<file path="config.mk">
export PLATFORM = sky130hd
export DESIGN_NAME = multi_usage_counter_flat
export DESIGN_NICKNAME = d
export VERILOG_FILES = /design/src/rtl/multi_usage_counter_if.sv /design/src/rtl/multi_usage_counter.sv /design/src/flat_wrapper.sv
export SDC_FILE = /design/constraint.sdc
export NUM_CORES = 1
export LEC_CHECK = 0
export ABC_AREA = 1
export ABC_CLOCK_PERIOD_IN_PS = 13550
export CAP_MARGIN = 20
export CORE_MARGIN = 4
export CORE_UTILIZATION = 50
export CTS_CLUSTER_DIAMETER = 60
export CTS_CLUSTER_SIZE = 28
export DETAILED_ROUTE_END_ITERATION = 16
export PLACE_DENSITY = 0.68
export SLEW_MARGIN = 25
export SYNTH_ARGS = -nofsm -noshare
export SYNTH_HDL_FRONTEND = slang
export SYNTH_SLANG_ARGS = --single-unit
</file>
<file path="constraint.sdc">
create_clock -name sysclk -period 13.55 [get_ports sysclk]
set_input_delay 4.065 -clock sysclk [delete_from_list [all_inputs] [get_ports sysclk]]
set_output_delay 4.065 -clock sysclk [all_outputs]
set_load 0.02 [all_outputs]
</file>
<file path="src/rtl/multi_usage_counter_if.sv">
// Bus bundle for multi_usage_counter: window control, observed signals and snapshot readback.
// The master side drives the window/control inputs; the counter sits on the slave side.
interface multi_usage_counter_if #(
  parameter int NUM_CHANNELS  = 4,
  parameter int COUNTER_WIDTH = 16
);
  localparam int RC_W = (NUM_CHANNELS > 1) ? $clog2(NUM_CHANNELS) : 1;

  logic                     counter_reset;
  logic [NUM_CHANNELS-1:0]  observable_pulse;
  logic                     sample_enable;
  logic [RC_W-1:0]          read_channel;
  logic [COUNTER_WIDTH-1:0] counter_out;
  logic [COUNTER_WIDTH-1:0] window_out;
  logic                     snapshot_valid;
  logic [NUM_CHANNELS-1:0]  overflow_flags;

  modport master (
    output counter_reset, observable_pulse, sample_enable, read_channel,
    input  counter_out, window_out, snapshot_valid, overflow_flags
  );

  modport slave (
    input  counter_reset, observable_pulse, sample_enable, read_channel,
    output counter_out, window_out, snapshot_valid, overflow_flags
  );
endinterface

</file>
<file path="src/rtl/multi_usage_counter.sv">
// Per-channel activity counter over sample_enable windows, snapshotted on window close.
// Optional sticky saturation flags: define USAGE_COUNTER_OVERFLOW_EN.
module multi_usage_counter #(
  parameter int NUM_CHANNELS  = 4,
  parameter int COUNTER_WIDTH = 16,
  parameter int EDGE_MODE     = 0
) (
  input logic                  sysclk,
  input logic                  sysreset,
  multi_usage_counter_if.slave bus
);
  typedef logic [COUNTER_WIDTH-1:0] cnt_t;
  typedef enum logic {IDLE, SAMPLING} state_t;

  localparam cnt_t CNT_MAX = '1;

  function automatic cnt_t sat_inc(input cnt_t v);
    return (v == CNT_MAX) ? v : v + cnt_t'(1);
  endfunction

  state_t                  state_q, state_d;
  logic [NUM_CHANNELS-1:0] obs_q;
  logic [NUM_CHANNELS-1:0] evt;
  logic                    close;
  cnt_t                    acc_q  [NUM_CHANNELS];
  cnt_t                    acc_d  [NUM_CHANNELS];
  cnt_t                    snap_q [NUM_CHANNELS];
  cnt_t                    snap_d [NUM_CHANNELS];
  cnt_t                    win_q, win_d;
  cnt_t                    wsnap_q, wsnap_d;
  cnt_t                    cout_q, cout_d;
  logic                    valid_q, valid_d;

  always_comb begin
    state_d = bus.sample_enable ? SAMPLING : IDLE;
    close   = (state_q == SAMPLING) && !bus.sample_enable;
    if (EDGE_MODE != 0) evt = bus.observable_pulse & ~obs_q;
    else                evt = bus.observable_pulse;
  end

  // Accumulate / close / clear
  always_comb begin
    acc_d   = acc_q;
    snap_d  = snap_q;
    win_d   = win_q;
    wsnap_d = wsnap_q;
    valid_d = 1'b0;
    if (bus.counter_reset) begin
      for (int ch = 0; ch < NUM_CHANNELS; ch++) begin
        acc_d[ch]  = '0;
        snap_d[ch] = '0;
      end
      win_d   = '0;
      wsnap_d = '0;
    end else if (close) begin
      for (int ch = 0; ch < NUM_CHANNELS; ch++) begin
        snap_d[ch] = acc_q[ch];
        acc_d[ch]  = '0;
      end
      wsnap_d = win_q;
      win_d   = '0;
      valid_d = 1'b1;
    end else if (bus.sample_enable) begin
      win_d = sat_inc(win_q);
      for (int ch = 0; ch < NUM_CHANNELS; ch++) begin
        if (evt[ch]) acc_d[ch] = sat_inc(acc_q[ch]);
      end
    end
  end

  // Readback mux works off the next snapshot so counter_out lines up with snapshot_valid
  always_comb begin
    cout_d = '0;
    if (32'(bus.read_channel) < NUM_CHANNELS) cout_d = snap_d[bus.read_channel];
  end

  always_ff @(posedge sysclk or posedge sysreset) begin
    if (sysreset) begin
      state_q <= IDLE;
      obs_q   <= '0;
      win_q   <= '0;
      wsnap_q <= '0;
      cout_q  <= '0;
      valid_q <= 1'b0;
      for (int ch = 0; ch < NUM_CHANNELS; ch++) begin
        acc_q[ch]  <= '0;
        snap_q[ch] <= '0;
      end
    end else begin
      state_q <= state_d;
      obs_q   <= bus.observable_pulse;
      win_q   <= win_d;
      wsnap_q <= wsnap_d;
      cout_q  <= cout_d;
      valid_q <= valid_d;
      for (int ch = 0; ch < NUM_CHANNELS; ch++) begin
        acc_q[ch]  <= acc_d[ch];
        snap_q[ch] <= snap_d[ch];
      end
    end
  end

`ifdef USAGE_COUNTER_OVERFLOW_EN
  logic [NUM_CHANNELS-1:0] ovf_hit;
  logic [NUM_CHANNELS-1:0] ovf_q;

  // A flag sets when a qualifying event arrives with the accumulator already pinned
  always_comb begin
    ovf_hit = '0;
    for (int ch = 0; ch < NUM_CHANNELS; ch++) begin
      ovf_hit[ch] = !bus.counter_reset && !close && bus.sample_enable &&
                    evt[ch] && (acc_q[ch] == CNT_MAX);
    end
  end

  always_ff @(posedge sysclk or posedge sysreset) begin
    if (sysreset)               ovf_q <= '0;
    else if (bus.counter_reset) ovf_q <= '0;
    else                        ovf_q <= ovf_q | ovf_hit;
  end

  assign bus.overflow_flags = ovf_q;
`else
  assign bus.overflow_flags = '0;
`endif

  assign bus.counter_out    = cout_q;
  assign bus.window_out     = wsnap_q;
  assign bus.snapshot_valid = valid_q;
endmodule

</file>
<file path="src/flat_wrapper.sv">
// flat-port wrapper written by rule: the top's interface ports become plain ports
module multi_usage_counter_flat 
#(
  parameter int NUM_CHANNELS  = 4,
  parameter int COUNTER_WIDTH = 16,
  parameter int EDGE_MODE     = 0
)
  (sysclk, sysreset, bus_counter_reset, bus_observable_pulse, bus_sample_enable, bus_read_channel, bus_counter_out, bus_window_out, bus_snapshot_valid, bus_overflow_flags);
  multi_usage_counter_if #(.NUM_CHANNELS(NUM_CHANNELS), .COUNTER_WIDTH(COUNTER_WIDTH)) bus_i ();
  input logic sysclk;
  input logic sysreset;
  input wire logic [$bits(bus_i.counter_reset)-1:0] bus_counter_reset;
  input wire logic [$bits(bus_i.observable_pulse)-1:0] bus_observable_pulse;
  input wire logic [$bits(bus_i.sample_enable)-1:0] bus_sample_enable;
  input wire logic [$bits(bus_i.read_channel)-1:0] bus_read_channel;
  output wire logic [$bits(bus_i.counter_out)-1:0] bus_counter_out;
  output wire logic [$bits(bus_i.window_out)-1:0] bus_window_out;
  output wire logic [$bits(bus_i.snapshot_valid)-1:0] bus_snapshot_valid;
  output wire logic [$bits(bus_i.overflow_flags)-1:0] bus_overflow_flags;
  assign bus_i.counter_reset = bus_counter_reset;
  assign bus_i.observable_pulse = bus_observable_pulse;
  assign bus_i.sample_enable = bus_sample_enable;
  assign bus_i.read_channel = bus_read_channel;
  assign bus_counter_out = bus_i.counter_out;
  assign bus_window_out = bus_i.window_out;
  assign bus_snapshot_valid = bus_i.snapshot_valid;
  assign bus_overflow_flags = bus_i.overflow_flags;
  multi_usage_counter #(.NUM_CHANNELS(NUM_CHANNELS), .COUNTER_WIDTH(COUNTER_WIDTH), .EDGE_MODE(EDGE_MODE)) u_core (.sysclk(sysclk), .sysreset(sysreset), .bus(bus_i));
endmodule
</file>
**Word-level counts from Yosys, hierarchy flattened**

Index checks and enable logic that the tools add are counted.

- Bits in registers: 178
- Bits in latches: 0
- RAM bits: 0
- Bits in read-only memories: 0
- Bits of input ports: 10
- Logic and storage cells: 68
- Memories: 0

- Add/sub/neg operators: 5
- Multipliers: 0
- Div/mod/pow operators: 0
- Magnitude comparators: 1
- Equality and inequality tests: 10
- Shift-type cells: 0
- Muxes and demuxes: 25
- Bitwise operators: 1
- Reductions and logical operators: 13

Operators by type and width:

| cell | number |
|---|---|
| $mux 64 | 5 |
| $mux 16 | 16 |
| $add 16x1->16 const B | 5 |
| $eq 16x16->1 const B | 5 |
| $bmux 16 s2 | 1 |
| $ne 3x2->1 const B | 5 |
| $reduce_bool 3->1 | 5 |
| $reduce_and 3->1 | 4 |
| $ge 3x3->1 const B | 1 |
| $mux 1 | 3 |
| $not 2->3 | 1 |
| $reduce_and 2->1 | 1 |
| $reduce_bool 2->1 | 1 |
| $logic_and 1x1->1 | 1 |
| $logic_not 1->1 | 1 |

**Depth between registers and ports, before layout**

Gate-level depths: netlist of the first run.

- Depth in word-level cells: 7
- Mapped depth: 12
- Gate-level depth less buffers: 11

**Least setup slack after synthesis of the first run**

OpenSTA, ideal clock, no wires.

- Kind: input port to flip-flop
- Start: in bus_sample_enable
- End: reg u_core.win_q[6]
- Setup time: 121 ps
- Arrival: 4945 ps
- Required time: 13429 ps
- Path slack: 8484 ps
- Stages: 10
- Path buffers: 2
- Cell sequence: inv_2 -> nand2_2 -> nand2_2 -> buf_4 -> nor2_4 -> a21boi_4 -> inv_2 -> buf_4 -> nand2_1 -> o21ai_1

- Word-level cells in the longest chain between the ends: 4
- Elaborated cells between the ends (all ways): 7

Ends and longest elaborated chain:

| what | line | source |
|---|---|---|
| start, declared | flat_wrapper.sv:14 | `input wire logic [$bits(bus_i.sample_enable)-1:0] bus_sample_enable;` |
| $logic_not 1->1 | multi_usage_counter.sv:36 | `close = (state_q == SAMPLING) && !bus.sample_enable;` |
| $logic_and 1x1->1 | multi_usage_counter.sv:36 |  |
| $ne 3x2->1 (no source line), or another cell as far along | - |  |
| $reduce_and 2->1 (no source line) or $mux 16 (tied branches) | - |  |
| end signal, assigned | multi_usage_counter.sv:92 | `win_q <= win_d;` |
| end, declared | multi_usage_counter.sv:29 | `cnt_t win_q, win_d;` |

Parallel ways exist; a longest one is shown, timed or not.
A chain may end at the register's enable or synchronous reset.

**Final worst setup path of the first run**

- Start: in bus_counter_reset
- End: reg u_core.win_q[11]

- Word-level cells in the longest chain between the ends: 2
- Elaborated cells between the ends (all ways): 4

Ends and longest elaborated chain:

| what | line | source |
|---|---|---|
| start, declared | flat_wrapper.sv:12 | `input wire logic [$bits(bus_i.counter_reset)-1:0] bus_counter_reset;` |
| $ne 3x2->1 (no source line) or $reduce_bool 3->1 (tied branches) | - |  |
| $reduce_and 2->1 (no source line) | - |  |

Parallel ways exist; a longest one is shown, timed or not.

==> flow_summary.json, run 1 <==
{
  "synth.ff_latch_count": 178,
  "slew_violations": 0,
  "period_minus_slack_ns": 7.15,
  "synth_enable_flop_cells": 0,
  "clk_transition_reported_paths_ns": 0.07,
  "post_synth_main_area_contributors": "sky130_fd_sc_hd__dfrtp_1, sky130_fd_sc_hd__nand2_1, sky130_fd_sc_hd__nor2_1, sky130_fd_sc_hd__nand3_1, sky130_fd_sc_hd__inv_1",
  "globalRoute.totalOverflow": 0,
  "grt_first_pass_wirelength_um": 39100,
  "synth_cells": 1262,
  "synth_seq_area_share": 0.479,
  "worst-setup-path-type": "in -> reg",
  "dp_hpwl_um": 15500,
  "cts.repair_timing.setup_buffer_count": 0,
  "die_w_um": 144,
  "htree_levels": 4,
  "muxShareOfSynthArea": 0,
  "required_ns": 13.88,
  "totalNegativeSetupSlack_ns": 0,
  "synthAdderAreaFrac": 0.00673,
  "cts_made_buffers": 17,
  "clock_path_buffers": 2,
  "ys_top_cells_by_count": "sky130_fd_sc_hd__nand2_1, sky130_fd_sc_hd__dfrtp_1, sky130_fd_sc_hd__nor2_1",
  "buffer_ports.inserted": 42,
  "run_status": "finished, final reports clean",
  "grt_antenna_before_repair": 0,
  "vias": 8136,
  "routedWlPerCell_um": 15.4,
  "drtIter0Drc": 596,
  "grt_start_max_net_pins": 101,
  "diodes": 0,
  "power_density_mw_per_mm2": 106,
  "timing_worst_slew_pin_value_ns": 0.921,
  "synth_xor_xnor_area_share": 0.00471,
  "power.static_leakage_nw": 4.73,
  "largest_family_of_logic_cells_by_synthesized_area": "simple AND/OR/NAND/NOR gates",
  "max_cap_violations": 0,
  "tritoncts_clock_tree": "yes",
  "gp_congestion": 0.890,
  "async_flop_share": 1.00,
  "maximum_fanout_along_the_worst_path": 79,
  "finalHoldViolations": 0,
  "netlist.top_cell.by_area": "sky130_fd_sc_hd__dfrtp_1",
  "design.final.nets": 1288,
  "final_min_period_over_clock_period": 0.527,
  "clock_tree.root_cell": "sky130_fd_sc_hd__clkbuf_16",
  "track_usage": 0.237,
  "clock-skew-final_ns": 0.00875,
  "crit_path_start_kind": "input pin",
  "cts-resized-gates": 0,
  "critical_path.endpoint_type": "register",
  "fmax_mhz": 140,
  "synth_area_mm2": 0.00930,
  "simple_gate_share_of_the_synthesized_area": 0.343,
  "first_global_vias": 7753,
  "synth_compound_gate_area_share": 0.0778,
  "synth_most_common_cell": "sky130_fd_sc_hd__nand2_1",
  "initial_core_util": 0.512,
  "core_region_area_mm2": 0.0181,
  "critical_path_arrival_ns": 7.48,
  "post_synth_num_cell_types": 31,
  "report.final.setup_viol": 0,
  "via_per_inst": 5.37,
  "flow.area_growth_from_synthesis_pct": 10.9,
  "firstDrtPassIters": 5,
  "vdd_ir_drop_max_mv": 0.0817,
  "synth_warnings": 0,
  "worst_skew_pair.late_latency_ns": 0.45,
  "syn_area_per_cell_um2": 7.37,
  "final_antenna_net_count": 0,
  "layout-drive-gt1-share": 0.0544,
  "grt_setup_unrepaired": "false",
  "rows": 49,
  "floorplan.io_pins": 47,
  "post-synth-top-area-fraction": 0.479,
  "cts_hold_buf": 0,
  "wl_um": 23400,
  "clock_sinks": 178,
  "floorplan.die.height_um": 144,
  "slew-limit-headroom": 0.386,
  "synth_flop_cell": "sky130_fd_sc_hd__dfrtp_1",
  "die_area_mm2": 0.0208,
  "drc_errors": 0,
  "fin_hold_ws_ns": 0.477,
  "hold_path.class": "reg -> reg"
}
## where the power goes
part	leakage (nW)	switching, mW	internal, mW
sequential	2.47	0.00281	0.536
combinational	1.99	0.0524	0.0147
clock	0.274	0.217	0.270
total	4.73	0.273	0.820
## cells in the final DEF (no fill, tap or decap), drive strengths merged, types with 2 or more instances in the layout
cell type and instances:
a21oi 10, a22o 2, buf 6, clkbuf 22
clkdlybuf4s50 42, clkinv 3, clkinvlp 3, conb 4
dfrtp 178, ha 5, inv 134, nand2 403
nand3 108, nand3b 3, nand4 60, nor2 161
nor3 5, nor3b 4, o21ai 122, or2 3
xor2 5
## cells by family (layout without fill, tap and decap cells)
group | after synthesis | count (layout)
simple gates | 747 | 747
fa+ha+maj | 5 | 5
compound gates | 136 | 136
other cells | 1 | 4
flops | 178 | 178
xor+xnor | 5 | 5
buf+inv | 190 | 211
## path summary, 6_finish.rpt
check	cells past startpoint	from	slack (ns)	endpoint
max reg2reg	9	u_core.state_q$_DFF_PP0_	10.48	u_core.win_q[8]$_DFFE_PP0P_
min reg2reg	2	u_core.snap_q[49]$_DFF_PP0_	0.48	u_core.snap_q[49]$_DFF_PP0_
min in group asynchronous	2	sysreset	4.17	u_core.snap_q[61]$_DFF_PP0_
min	2	u_core.snap_q[49]$_DFF_PP0_	0.48	u_core.snap_q[49]$_DFF_PP0_
max	10	bus_counter_reset	6.40	u_core.win_q[11]$_DFFE_PP0P_
max in group asynchronous	3	sysreset	8.20	u_core.acc_q[17]$_DFFE_PP0P_
## sequential cells by signal (all words and copies together), names as in the netlist
signal	flops
u_core.acc_q	64
u_core.bus.counter_out	16
u_core.bus.snapshot_valid	1
u_core.bus.window_out	16
u_core.snap_q	64
u_core.state_q	1
u_core.win_q	16
## critical path, cell delays in order
cell and delay [ns]:
sky130_fd_sc_hd__clkdlybuf4s50_1 0.82, sky130_fd_sc_hd__inv_2 0.33, sky130_fd_sc_hd__nand2_2 0.17, sky130_fd_sc_hd__clkinv_2 0.33
sky130_fd_sc_hd__buf_4 0.53, sky130_fd_sc_hd__nand2_2 0.37, sky130_fd_sc_hd__a21boi_4 0.46, sky130_fd_sc_hd__inv_2 0.19
sky130_fd_sc_hd__nand2_1 0.11, sky130_fd_sc_hd__nand2_1 0.06
## through the flow
step / cell area (um^2) / total power [mW] / setup WS [ns] / std cells / utilization
floorplan: 9310 / 0.596 / 4.65 / 1265 / -
finish: 10300 / 1.09 / 6.40 / 1515 / 0.568
global placement: 9740 / 0.616 / 6.09 / 1483 / 0.537
CTS: 10300 / 1.10 / 6.45 / 1515 / 0.568
detailed placement: 9740 / 0.616 / 5.97 / 1483 / 0.537
global route: 10300 / 1.13 / 6.11 / 1515 / 0.568
## metal layers
layer  up-vias  wire [um]  global-route usage
li1       4055          -                   -
met1      3863      11200               0.343
met2       189      10600               0.366
met3        29       1160              0.0443
met4         0        349              0.0692
met5         -          0                   0
## layout make-up
| cell class | count | area, um^2 |
|---|---|---|
| multi-input combinational | 897 | 4040 |
| inverter | 131 | 498 |
| fill | 1742 | 7830 |
| clock inverter | 10 | 97.6 |
| clock buffer | 22 | 474 |
| tap | 229 | 287 |
| timing repair buffer | 48 | 469 |
| sequential | 178 | 4450 |
No activity file was read; power rests on OpenSTA's default activity.
==> run 2, diff against run 1 <==
--- a/config.mk
+++ b/config.mk
@@ -6,14 +6,14 @@
 export NUM_CORES = 1
 export LEC_CHECK = 0
 export ABC_AREA = 1
-export ABC_CLOCK_PERIOD_IN_PS = 13550
+export ABC_CLOCK_PERIOD_IN_PS = 6500
 export CAP_MARGIN = 20
 export CORE_MARGIN = 4
 export CORE_UTILIZATION = 50
 export CTS_CLUSTER_DIAMETER = 60
 export CTS_CLUSTER_SIZE = 28
 export DETAILED_ROUTE_END_ITERATION = 16
-export PLACE_DENSITY = 0.68
+export PLACE_DENSITY = 0.71
 export SLEW_MARGIN = 25
 export SYNTH_ARGS = -nofsm -noshare
 export SYNTH_HDL_FRONTEND = slang
==> constraint.sdc (replaced) <==
create_clock -name sysclk -period 6.5 [get_ports sysclk]
set_input_delay 1.95 -clock sysclk [delete_from_list [all_inputs] [get_ports sysclk]]
set_output_delay 1.95 -clock sysclk [all_outputs]
set_load 0.02 [all_outputs]
==> run 2 against run 1 <==
First-iteration DRC count increased by 18%. Total power increased by 120%. Non-clock buffer count rose by 3. Register-to-register slack worse by 6.7 ns.
==> flow_summary.json, run 2 (synthesis gave the netlist of run 1 again) <==
{
  "run_status": "finished, final reports clean",
  "cts.repair_timing.setup_buffer_count": 0,
  "flow.area_growth_from_synthesis_pct": 12.0,
  "drtIter0Drc": 702,
  "htree_levels": 4,
  "dp_hpwl_um": 15700,
  "multi_input_comb_area_mm2": 0.00404,
  "design_area_mm2": 0.0104,
  "power.static_leakage_nw": 4.78,
  "track_usage": 0.236,
  "wl_um": 23500,
  "clock_tree.root_cell": "sky130_fd_sc_hd__clkbuf_16",
  "place.detailed.instances": 1486,
  "worst-setup-path-type": "in -> reg",
  "timing_worst_slew_pin_value_ns": 0.840,
  "rr_worst_depth": 9,
  "first_global_vias": 7747,
  "rows": 49,
  "critical_path.max_stage_delay_ns": 0.65,
  "tritoncts_clock_tree": "yes",
  "totalNegativeSetupSlack_ns": 0,
  "maximum_fanout_along_the_worst_path": 38,
  "fmax_mhz": 219,
  "pre_cts_slack_ns": 1.55,
  "final_cell_mix": "sky130_fd_sc_hd__nand2_1, sky130_fd_sc_hd__dfrtp_1, sky130_fd_sc_hd__nor2_1, sky130_fd_sc_hd__inv_1, sky130_fd_sc_hd__nand3_1",
  "clock-skew-final_ns": 0.00765,
  "slew_violations": 0,
  "finalHoldViolations": 0,
  "clock_sinks": 178,
  "gp_congestion": 0.911,
  "layoutNonFillerInstCount": 1518,
  "p_total_mw": 2.40,
  "report.final.setup_viol": 0,
  "via_per_inst": 5.45,
  "crit_path_start_kind": "input pin",
  "cts_made_buffers": 17,
  "fillers": 1672,
  "final_min_period_over_clock_period": 0.702,
  "critical_path.endpoint_type": "register",
  "globalRoute.totalOverflow": 0,
  "initial_core_util": 0.512,
  "slew-limit-headroom": 0.438,
  "core_region_area_mm2": 0.0181,
  "power_density_mw_per_mm2": 230,
  "design.final.nets": 1291,
  "buffer_ports.inserted": 42,
  "cts_hold_buf": 0,
  "timing.hold.worst_path_depth": 2,
  "setup_ws_ns": 1.94,
  "die_w_um": 144,
  "die_area_mm2": 0.0208,
  "grt_first_pass_wirelength_um": 39000,
  "ff_latch_area_mm2": 0.00445,
  "reg_top3": "u_core.acc_q: 64 flops, u_core.snap_q: 64 flops",
  "required_ns": 6.80,
  "clk_transition_reported_paths_ns": 0.07,
  "hold_path.class": "reg -> reg",
  "critical_path.slowest_cell": "sky130_fd_sc_hd__clkdlybuf4s50_1",
  "r2r_start": "u_core.state_q$_DFF_PP0_",
  "routedWlPerCell_um": 15.5,
  "placedInstanceArea_mm2": 0.00976,
  "max_cap_violations": 0,
  "final_antenna_net_count": 0,
  "clock_path_buffers": 2,
  "worst_skew_pair.late_latency_ns": 0.43,
  "floorplan.io_pins": 47,
  "grt_setup_unrepaired": "false",
  "grt_antenna_before_repair": 0,
  "firstDrtPassIters": 5,
  "crit_path_start": "bus_sample_enable",
  "vdd_ir_drop_max_mv": 0.181,
  "period_minus_slack_ns": 4.56,
  "vias": 8268,
  "cts-resized-gates": 0,
  "drc_errors": 0,
  "holdCritStartpoint": "u_core.snap_q[32]$_DFF_PP0_",
  "critical_path_arrival_ns": 4.86,
  "grt_start_max_net_pins": 67,
  "diodes": 0,
  "layout-drive-gt1-share": 0.0582,
  "worstPathCellList": "clkdlybuf4s50_1 -> inv_2 -> nand2_2 -> inv_2 -> nand2_2 -> buf_4 -> o21ai_0 -> nand2_1 -> nand2_1 -> nand2_1 -> o21ai_1",
  "final_common_cell": "sky130_fd_sc_hd__nand2_1",
  "floorplan.die.height_um": 144,
  "cp_common_cell": "sky130_fd_sc_hd__nand2_1"
}
[run 2: cell count changes in the layout (fill, tap and decap cells not counted), sizes merged]
cell / before / now
clkbuf: 22 / 21
inv: 134 / 130
buf: 6 / 9
clkinv: 3 / 5
bufinv: 1 / 4
[run 2: per-stage QoR]
| step | hold WS [ns] | util |
|---|---|---|
| CTS | 0.474 | 0.574 |
| global placement | 0.454 | 0.538 |
| detailed placement | 0.457 | 0.538 |
| floorplan | 0.437 | - |
| finish | 0.471 | 0.574 |
| global route | 0.503 | 0.574 |
[run 2: report_power, final]
part | switching, mW | total (mW) | internal [mW]
combinational | 0.112 | 0.144 | 0.0316
sequential | 0.00630 | 1.12 | 1.12
clock | 0.445 | 1.13 | 0.688
total | 0.564 | 2.40 | 1.84
[run 2: path summary, 6_finish.rpt]
check / slack (ns) / to
worst max-delay path: 1.94 / u_core.bus.counter_out[4]$_DFF_PP0_
worst min-delay path: 0.47 / u_core.snap_q[32]$_DFF_PP0_
worst max register to register: 3.82 / u_core.bus.counter_out[4]$_DFF_PP0_
worst min register to register: 0.47 / u_core.snap_q[32]$_DFF_PP0_
max in group asynchronous: 3.61 / u_core.acc_q[21]$_DFFE_PP0P_
min in group asynchronous: 1.80 / u_core.bus.counter_out[12]$_DFF_PP0_
[run 2: final cells by class]
cell class,count,share of cell area
clock inverters,11,0.0168
well taps,229,0.0275
multi-input cells,897,0.387
clock buffers,21,0.0461
flip-flops and latches,178,0.428
repair buffers,51,0.0468
inverters,131,0.0477
[run 2: worst max-delay path, delay by kind of cell]
family | cells | cell delay (ns)
compound gates | 2 | 0.27
buf+inv | 4 | 1.45
simple gates | 5 | 1.14
[run 2: routing by layer]
metal,vias to the layer above,wire [um],global-route usage
met1,3920,10800,0.329
met5,-,0,0
li1,4066,-,-
met2,245,10900,0.373
met4,0,485,0.0702
met3,37,1390,0.0493
==> run 3, diff against run 2 <==
--- a/config.mk
+++ b/config.mk
@@ -6,7 +6,7 @@
 export NUM_CORES = 1
 export LEC_CHECK = 0
 export ABC_AREA = 1
-export ABC_CLOCK_PERIOD_IN_PS = 6500
+export ABC_CLOCK_PERIOD_IN_PS = 4019
 export CAP_MARGIN = 20
 export CORE_MARGIN = 4
 export CORE_UTILIZATION = 50
==> constraint.sdc (replaced) <==
create_clock -name sysclk -period 4.02 [get_ports sysclk]
set_input_delay 1.206 -clock sysclk [delete_from_list [all_inputs] [get_ports sysclk]]
set_output_delay 1.206 -clock sysclk [all_outputs]
set_load 0.02 [all_outputs]
==> run 3 against run 2 <==
Clock power is 50% higher. Sequential share of layout area is 0.14 points lower. Routed wire length is 1.9% lower. Sequential power is 63% higher. Core utilization is 0.19 points higher. Die area stayed put. Cell count is 0.46% higher. Critical path type unchanged. Largest power group is now registers.
==> flow_summary.json, run 3 (synthesis gave the netlist of run 1 again) <==
{
  "critical_path.endpoint_type": "register",
  "track_usage": 0.234,
  "critical_path_arrival_ns": 3.32,
  "wl_um": 23000,
  "grt_start_max_net_pins": 179,
  "met2_layer_wire_length_in_the_routed_design_um": 10800,
  "clock-skew-final_ns": 0.0112,
  "worst_skew_pair.late_latency_ns": 0.44,
  "power_density_mw_per_mm2": 358,
  "htree_levels": 4,
  "buffer_ports.inserted": 42,
  "fillers": 1682,
  "grt_antenna_before_repair": 0,
  "vdd_ir_drop_max_mv": 0.314,
  "final_common_cell": "sky130_fd_sc_hd__nand2_1",
  "totalNegativeSetupSlack_ns": 0,
  "finalHoldViolations": 0,
  "floorplan.io_pins": 47,
  "design.final.nets": 1298,
  "via_per_inst": 5.40,
  "first_global_vias": 7752,
  "placedInstanceArea_mm2": 0.00983,
  "final_antenna_net_count": 0,
  "cts_hold_buf": 0,
  "tritoncts_clock_tree": "yes",
  "grt_first_pass_wirelength_um": 38600,
  "met3_wirelength_um": 1300,
  "period_minus_slack_ns": 3.00,
  "maximum_fanout_along_the_worst_path": 37,
  "design_area_mm2": 0.0105,
  "cts_made_buffers": 17,
  "die_area_mm2": 0.0208,
  "vias": 8234,
  "required_ns": 4.34,
  "report.final.setup_viol": 0,
  "slew-limit-headroom": 0.558,
  "fmax_mhz": 333,
  "dp_hpwl_um": 15300,
  "clk_transition_reported_paths_ns": 0.07,
  "slew_violations": 0,
  "final_cell_mix": "sky130_fd_sc_hd__nand2_1, sky130_fd_sc_hd__dfrtp_1, sky130_fd_sc_hd__nor2_1, sky130_fd_sc_hd__inv_1, sky130_fd_sc_hd__nand3_1",
  "clock_tree.root_cell": "sky130_fd_sc_hd__clkbuf_16",
  "drc_errors": 0,
  "max_cap_violations": 0,
  "core_region_area_mm2": 0.0181,
  "gp_congestion": 0.863,
  "rows": 49,
  "firstDrtPassIters": 5,
  "grt_setup_unrepaired": "false",
  "flow.area_growth_from_synthesis_pct": 12.4,
  "power.static_leakage_nw": 4.80,
  "routedWlPerCell_um": 15.1,
  "initial_core_util": 0.512,
  "crit_path_start_kind": "input pin",
  "top_signal_layer_used": "met4",
  "die_w_um": 144,
  "drtIter0Drc": 566,
  "diodes": 0,
  "layout-drive-gt1-share": 0.0610,
  "cts.repair_timing.setup_buffer_count": 0,
  "clock_path_buffers": 2,
  "globalRoute.totalOverflow": 0,
  "clock_sinks": 178,
  "run_status": "finished, final reports clean",
  "floorplan.die.height_um": 144,
  "route.layer.met1.wl_um": 10500,
  "cts-resized-gates": 0,
  "reg_top3": "u_core.acc_q: 64 flops, u_core.snap_q: 64 flops",
  "final_min_period_over_clock_period": 0.746,
  "timing_worst_slew_pin_value_ns": 0.663,
  "hold_path.class": "reg -> reg",
  "worst-setup-path-type": "in -> reg"
}
==> run 3: changes by cell type in the layout (fill, tap and decap cells not counted) <==
| cell | delta |
|---|---|
| sky130_fd_sc_hd__inv_6 | +5 |
| sky130_fd_sc_hd__buf_12 | +2 |
| sky130_fd_sc_hd__inv_1 | +1 |
| sky130_fd_sc_hd__inv_2 | -1 |
| sky130_fd_sc_hd__buf_16 | +1 |
| sky130_fd_sc_hd__clkbuf_1 | +2 |
| sky130_fd_sc_hd__buf_4 | +4 |
| sky130_fd_sc_hd__clkinv_2 | -1 |
| sky130_fd_sc_hd__clkinv_4 | -1 |
| sky130_fd_sc_hd__bufinv_16 | -2 |
| sky130_fd_sc_hd__clkbuf_8 | -3 |
==> run 3: area by class of cell <==
cell class | instances | area (um^2) | share of cell area
inverter | 131 | 497 | 0.0475
timing repair buffer | 58 | 586 | 0.0560
sequential | 178 | 4450 | 0.426
clock inverter | 12 | 145 | 0.0139
tap | 229 | 287 | 0.0274
multi-input combinational | 897 | 4040 | 0.386
clock buffer | 20 | 447 | 0.0427
==> run 3: worst paths after layout <==
| check | cells past startpoint | startpoint | endpoint | slack, ns |
|---|---|---|---|---|
| max in group asynchronous | 4 | sysreset | u_core.state_q$_DFF_PP0_ | 1.93 |
| worst max register to register | 8 | u_core.acc_q[33]$_DFFE_PP0P_ | u_core.acc_q[40]$_DFFE_PP0P_ | 1.48 |
| worst max-delay path | 10 | bus_sample_enable | u_core.win_q[5]$_DFFE_PP0P_ | 1.02 |
| worst min-delay path | 2 | u_core.snap_q[50]$_DFF_PP0_ | u_core.snap_q[50]$_DFF_PP0_ | 0.47 |
| worst min register to register | 2 | u_core.snap_q[50]$_DFF_PP0_ | u_core.snap_q[50]$_DFF_PP0_ | 0.47 |
| min in group asynchronous | 3 | sysreset | u_core.snap_q[10]$_DFF_PP0_ | 1.18 |
==> run 3: layer usage <==
metal / track usage / vias up
met5: 0 / -
met4: 0.0682 / 0
met3: 0.0479 / 30
met2: 0.373 / 225
met1: 0.325 / 3917
li1: - / 4062
==> run 3: worst max-delay path: stages <==
cell                              delay, ns
sky130_fd_sc_hd__clkdlybuf4s50_1       0.43
sky130_fd_sc_hd__inv_2                 0.08
sky130_fd_sc_hd__nand2_2               0.18
sky130_fd_sc_hd__nand2_2               0.14
sky130_fd_sc_hd__buf_4                 0.42
sky130_fd_sc_hd__nor2_4                0.09
sky130_fd_sc_hd__a21boi_4              0.41
sky130_fd_sc_hd__inv_2                 0.20
sky130_fd_sc_hd__nand2_1               0.09
sky130_fd_sc_hd__o21ai_1               0.06
==> run 3: through the flow <==
| stage | setup slack [ns] | hold WS, ns | utilization | cells | power (mW) |
|---|---|---|---|---|---|
| after floorplan | 0.533 | 0.437 | - | 1265 | 2.01 |
| after global placement | 0.598 | 0.449 | 0.542 | 1492 | 2.09 |
| after detailed placement | 0.564 | 0.457 | 0.542 | 1492 | 2.09 |
| after CTS | 1.00 | 0.472 | 0.574 | 1524 | 3.77 |
| after global routing | 0.852 | 0.493 | 0.576 | 1525 | 3.88 |
| final | 1.02 | 0.473 | 0.576 | 1525 | 3.74 |
==> run 3: power breakdown <==
group	internal (mW)	switching, mW
registers	1.81	0.0106
clock network	0.947	0.741
logic	0.0601	0.179
total	2.81	0.931
